<file path="src/rtl/counter_pkg.sv">
// Shared sizing constants for the sample counter and the datapath
// registers that are compared against it.
package counter_pkg;

   localparam int unsigned COUNTER_DEFAULT_WIDTH = 32;
   localparam int unsigned COUNTER_DEFAULT_RESET = 0;

endpackage

</file>
<file path="src/rtl/counter.sv">
// Sample counter with two synchronous clears and a count enable.
// Define COUNTER_SATURATE_EN to hold at all ones instead of wrapping.
module counter
   import counter_pkg::*;
#(
   parameter int unsigned WIDTH = COUNTER_DEFAULT_WIDTH,
   parameter logic [WIDTH-1:0] RESET_VALUE = WIDTH'(COUNTER_DEFAULT_RESET)
) (
   input  logic             clk,
   input  logic             en,
   input  logic             rst,
   input  logic             reset,
   output logic [WIDTH-1:0] count
);

   logic [WIDTH-1:0] countQ;
   logic [WIDTH-1:0] countNext;

`ifdef COUNTER_SATURATE_EN
   logic atMax;

   assign atMax = &countQ;

   always_comb begin
      countNext = countQ;
      if (en && !atMax) begin
         countNext = countQ + 1'b1;
      end
   end
`else
   always_comb begin
      countNext = countQ;
      if (en) begin
         countNext = countQ + 1'b1;
      end
   end
`endif

   // Either clear beats the enable; the cleared value is not bumped.
   always_ff @(posedge clk) begin
      if (rst || reset) begin
         countQ <= RESET_VALUE;
      end else begin
         countQ <= countNext;
      end
   end

   assign count = countQ;

endmodule

</file>
<file path="config.mk">
export PLATFORM = sky130hd
export DESIGN_NAME = counter
export DESIGN_NICKNAME = d
export VERILOG_FILES = /design/src/rtl/counter_pkg.sv /design/src/rtl/counter.sv
export SDC_FILE = /design/constraint.sdc
export NUM_CORES = 1
export LEC_CHECK = 0
export BUFFER_PORTS_ARGS = -buffer_cell sky130_fd_sc_hd__buf_2
export CAP_MARGIN = 20
export CORE_MARGIN = 2
export CORE_UTILIZATION = 55
export CTS_CLUSTER_DIAMETER = 40
export CTS_CLUSTER_SIZE = 16
export DETAILED_ROUTE_END_ITERATION = 8
export GPL_TIMING_DRIVEN = 0
export HOLD_SLACK_MARGIN = 0.05
export MAX_ROUTING_LAYER = met4
export PLACE_DENSITY = 0.81
export SLEW_MARGIN = 5
export SYNTH_ARGS = -nofsm -noshare
export SYNTH_HDL_FRONTEND = slang
export SYNTH_SLANG_ARGS = --single-unit
</file>
<file path="constraint.sdc">
create_clock -name clk -period 4.2 [get_ports clk]
set_input_delay 0.84 -clock clk [delete_from_list [all_inputs] [get_ports clk]]
set_output_delay 0.84 -clock clk [all_outputs]
set_load 0.05 [all_outputs]
</file>
Yosys cells after proc, flatten, opt, wreduce, memory -nomap -nowiden

Cells that the tools add are included.

Register bits after elaboration: 32
Input bits: 4
Output and inout port bits: 32
Word-level logic and storage cells: 3

Add/sub/neg operators: 1
Reduce and logical (&&, ||, !) cells: 1

Operator list:

| kind                                           | count |
|---|---|
| adder 32 x 1 -> 32 bit (second input constant) | 1 |
| logical OR 1 bit                               | 1 |

Longest topological paths before layout

Depth in word-level cells: 1
Gate-level depth with buffers: 6

Worst setup path after synthesis

No wires, ideal clock.

Kind: reg2reg
Start: register countQ[0] (netlist: count[0])
End: register countQ[28] (netlist: count[28])
Library setup time: 0.070 ns
Data arrival time: 2.082 ns
Slack: 2.047 ns
Stages on the path, launching flop included: 6
Buffers on the path: 0
Cell sequence: dfxtp_1 ha_1 nand3_2 or3_1 or4_1 a21oi_1

Word-level cells in the longest chain between the ends: 1

Ends and longest elaborated chain:

| item                   | RTL line      | source |
|---|---|---|
| from (decl)            | counter.sv:16 | `logic [WIDTH-1:0] countQ;` |
| from (signal assigned) | counter.sv:44 | `countQ <= countNext;` |
| adder 32 x 1 -> 32 bit | counter.sv:34 | `countNext = countQ + 1'b1;` |

Every way passes these cells.
A chain may end at the register's enable or synchronous reset.

Worst setup path in the final report

Start: register countQ[16] (netlist: count[16])
End: output port count[16]

RTL lines:

| item      | RTL line      | source |
|---|---|---|
| to (decl) | counter.sv:13 | `output logic [WIDTH-1:0] count` |

No word-level cell between the ends.

==> summary.md <==
| Metric | Value |
|---|---|
| Status | `completed` |
| FF-to-FF path depth | `5` |
| DP HPWL | `2650 um` |
| Synth area leader | `dfxtp_1` |
| Cts repair resizes | `0` |
| DP Worst Slack | `1.93 ns` |
| Setup bufs post-CTS | `0` |
| Min-Delay Endpoint | `count[31]$_SDFFE_PP0P_` |
| Hold Path Origin | `count[31]$_SDFFE_PP0P_` |
| Worst hold margin | `0.511 ns` |
| Netlist Area Pre-Place | `1570 um^2` |
| CP bufs+invs | `1` |
| Die Y | `57.4 um` |
| TritonCTS clock tree | `yes` |
| Nets | `224` |
| Post-synth top cells | `dfxtp_1 (32), a21oi_1 (15), nor2_1 (15)` |
| Max Cap Viol | `0` |
| Worst Hold Class | `reg2reg` |
| # clock sinks | `32` |
| Largest net degree at the start of global routing | `11` |
| Iter 0 DRT Violations | `67` |
| Layout cell share with drive strength beyond 1 | `26.4%` |
| Power Total | `0.588 mW` |
| Hold path cells | `2` |
| IO Pins | `36` |
| Ys flop type | `dfxtp_1` |
| Critical path data arrival time | `1.12 ns` |
| Worst vdd ir | `0.294 mV` |
| Fmax achieved | `511 MHz` |
| # H-tree levels | `2` |
| Total grt overflow | `0` |
| Synthesized area per cell | `8.80 um^2` |
| CP delay by family, top | `flip-flops` |
| Hold Buf Count CTS | `0` |
| Final WL | `3630 um` |
| RR Endpoint | `count[28]$_SDFFE_PP0P_` |
| First-pass GRT wire length | `5950 um` |
| Initial antenna violation count | `0` |
| Crit-path max cell delay | `0.46 ns` |
| Num CTS Buffers | `5` |
| CP cell instances | `buf_2` |
| Uppermost layer routed | `met4` |
| RSZ-0062 raised after global routing | `no` |
| FF/Latch Area | `641 um^2` |
| Insertion delay to the later sink of the worst-skew pair | `0.34 ns` |
| Worst-path fanout max | `7` |
| Final setup vio count | `0` |
| PortBufs | `34` |
| Post-synthesis sequential area ratio | `40.9%` |
| Largest cells by area after synthesis | `dfxtp_1 (41%), xor2_1 (5.0%), a21oi_1 (4.8%), or3_1 (4.8%), o31ai_1 (3.8%)` |
| Core Region | `2730 um^2` |
| Rel. slew slack | `64.5%` |
| Vias | `1,501` |
| CP Class | `reg2out` |
| Post-synth top area share | `40.9%` |
| Routed wl met3 | `133 um` |
| Vias in the first global route | `1,387` |
| Met2 routed WL | `1740 um` |
| Die W | `57.4 um` |
| Antenna Nets Post-Route | `0` |
| FILL cells | `229` |
| Post-Syn Instances | `178` |
| Post-synth EDFFs | `0` |
| Synth async-reset ratio | `0%` |
| Critical path's slowest cell | `dfxtp_1` |
| Synth Register Bits | `32` |
| Initial Util | `57.3%` |
| Worst reg2reg setup slack | `2.26 ns` |
| Setup TNS | `0 ns` |
| Period utilization | `46.6%` |
| # DRC | `0` |
| Fin crit period | `1.96 ns` |
| Avg WL per Cell | `14.5 um` |
| Max FFs per register | `32` |
| Worst r2r src | `count[0]$_SDFFE_PP0P_` |
| Syn. warnings | `0` |
| Multi-input gate area | `873 um^2` |
| Reg clk slew, reported paths | `0.10 ns` |
| Worst-Margin Slew | `0.532 ns` |
| Clock Tree Buf Depth | `2` |
| Leak | `0.743 nW` |
| ANT cells | `0` |
| Number of distinct library cells after synthesis | `32` |
| Final Wtd Congestion | `0.821` |
| First drt pass iteration count | `4` |
| Die area | `3290 um^2` |
| Row count | `19` |
| GR Util All Layers | `23.6%` |
| Cell area power density | `315 nW/um^2` |
| Clock Tree Root | `clkbuf_4` |
| Worst setup EP type | `output port` |
| Worst Setup Start Kind | `flip-flop` |
| Area growth, synth to finish | `19.4%` |
| Max Clock Skew | `0.00895 ns` |
| Setup ws final | `2.24 ns` |
| Syn nets | `183` |
| Avg Vias per Cell | `5.98` |
| Hold Fails Final Rpt | `0` |
| Met1 wire length | `1700 um` |
| Most instantiated library cell after synthesis | `dfxtp_1` |
| WP data required | `3.36 ns` |
| Slew Limit Fails | `0` |
-- placed cells by master, fill, tap and decap left out, types with 4 or more instances in the layout --
master	n
buf_2	36
dfxtp_1	32
a21oi_1	15
nor2_1	15
nand2_1	13
or3_1	12
nand4_1	9
xor2_1	9
nand3_1	8
o31ai_1	8
or4_1	8
o21ai_0	7
and4_1	5
nand3_2	5
clkbuf_4	5
mux2i_1	4
-- layer usage --
metal / up-vias / track usage, %
li1: 750 / -
met1: 715 / 30.0
met2: 29 / 35.6
met3: 7 / 4.54
met4: 0 / 12.3
met5: - / -
-- how the worst max path moves through the flow --
stage                           startpoint                endpoint  slack (ns)  depth (start not counted)
global placement                        en  count[25]$_SDFFE_PP0P_        2.00                          6
detailed placement                      en  count[28]$_SDFFE_PP0P_        1.93                          5
floorplan            count[0]$_SDFFE_PP0P_  count[28]$_SDFFE_PP0P_        2.05                          5
finish              count[16]$_SDFFE_PP0P_               count[16]        2.24                          1
global route         count[0]$_SDFFE_PP0P_  count[28]$_SDFFE_PP0P_        2.14                          5
CTS                  count[0]$_SDFFE_PP0P_  count[28]$_SDFFE_PP0P_        2.25                          5
-- cell type report --
cell class,instances,area share (%)
clock buffers,7,3.48
plain buffers,10,2.81
multi-input cells,136,46.7
clock inverters,1,1.61
repair buffers,34,9.10
flip-flops and latches,32,34.2
well taps,31,2.07
-- cells by family (layout without fill, tap and decap cells) --
kind of cell,after synthesis,in the layout,share of synthesized area (%)
fa+ha+maj,1,1,0.799
flops,32,32,40.9
xor+xnor,12,12,6.71
simple gates,87,87,33.8
compound gates,32,32,11.9
mux,4,4,2.56
buf+inv,10,52,3.35
-- metrics by stage --
stage                     cell area, um^2  utilization (%)  std cells
after CTS                            1870             68.4        251
after floorplan                      1570                -        178
after global placement               1780             64.9        243
final                                1870             68.4        251
after global routing                 1870             68.4        251
after detailed placement             1780             64.9        243
-- power breakdown --
part / internal [mW] / switching, mW / total, mW
Clock: 0.158 / 0.110 / 0.267
Sequential: 0.304 / 0.000834 / 0.305
Combinational: 0.00498 / 0.0112 / 0.0162
Note: power is estimated with default switching activity, not from simulation.
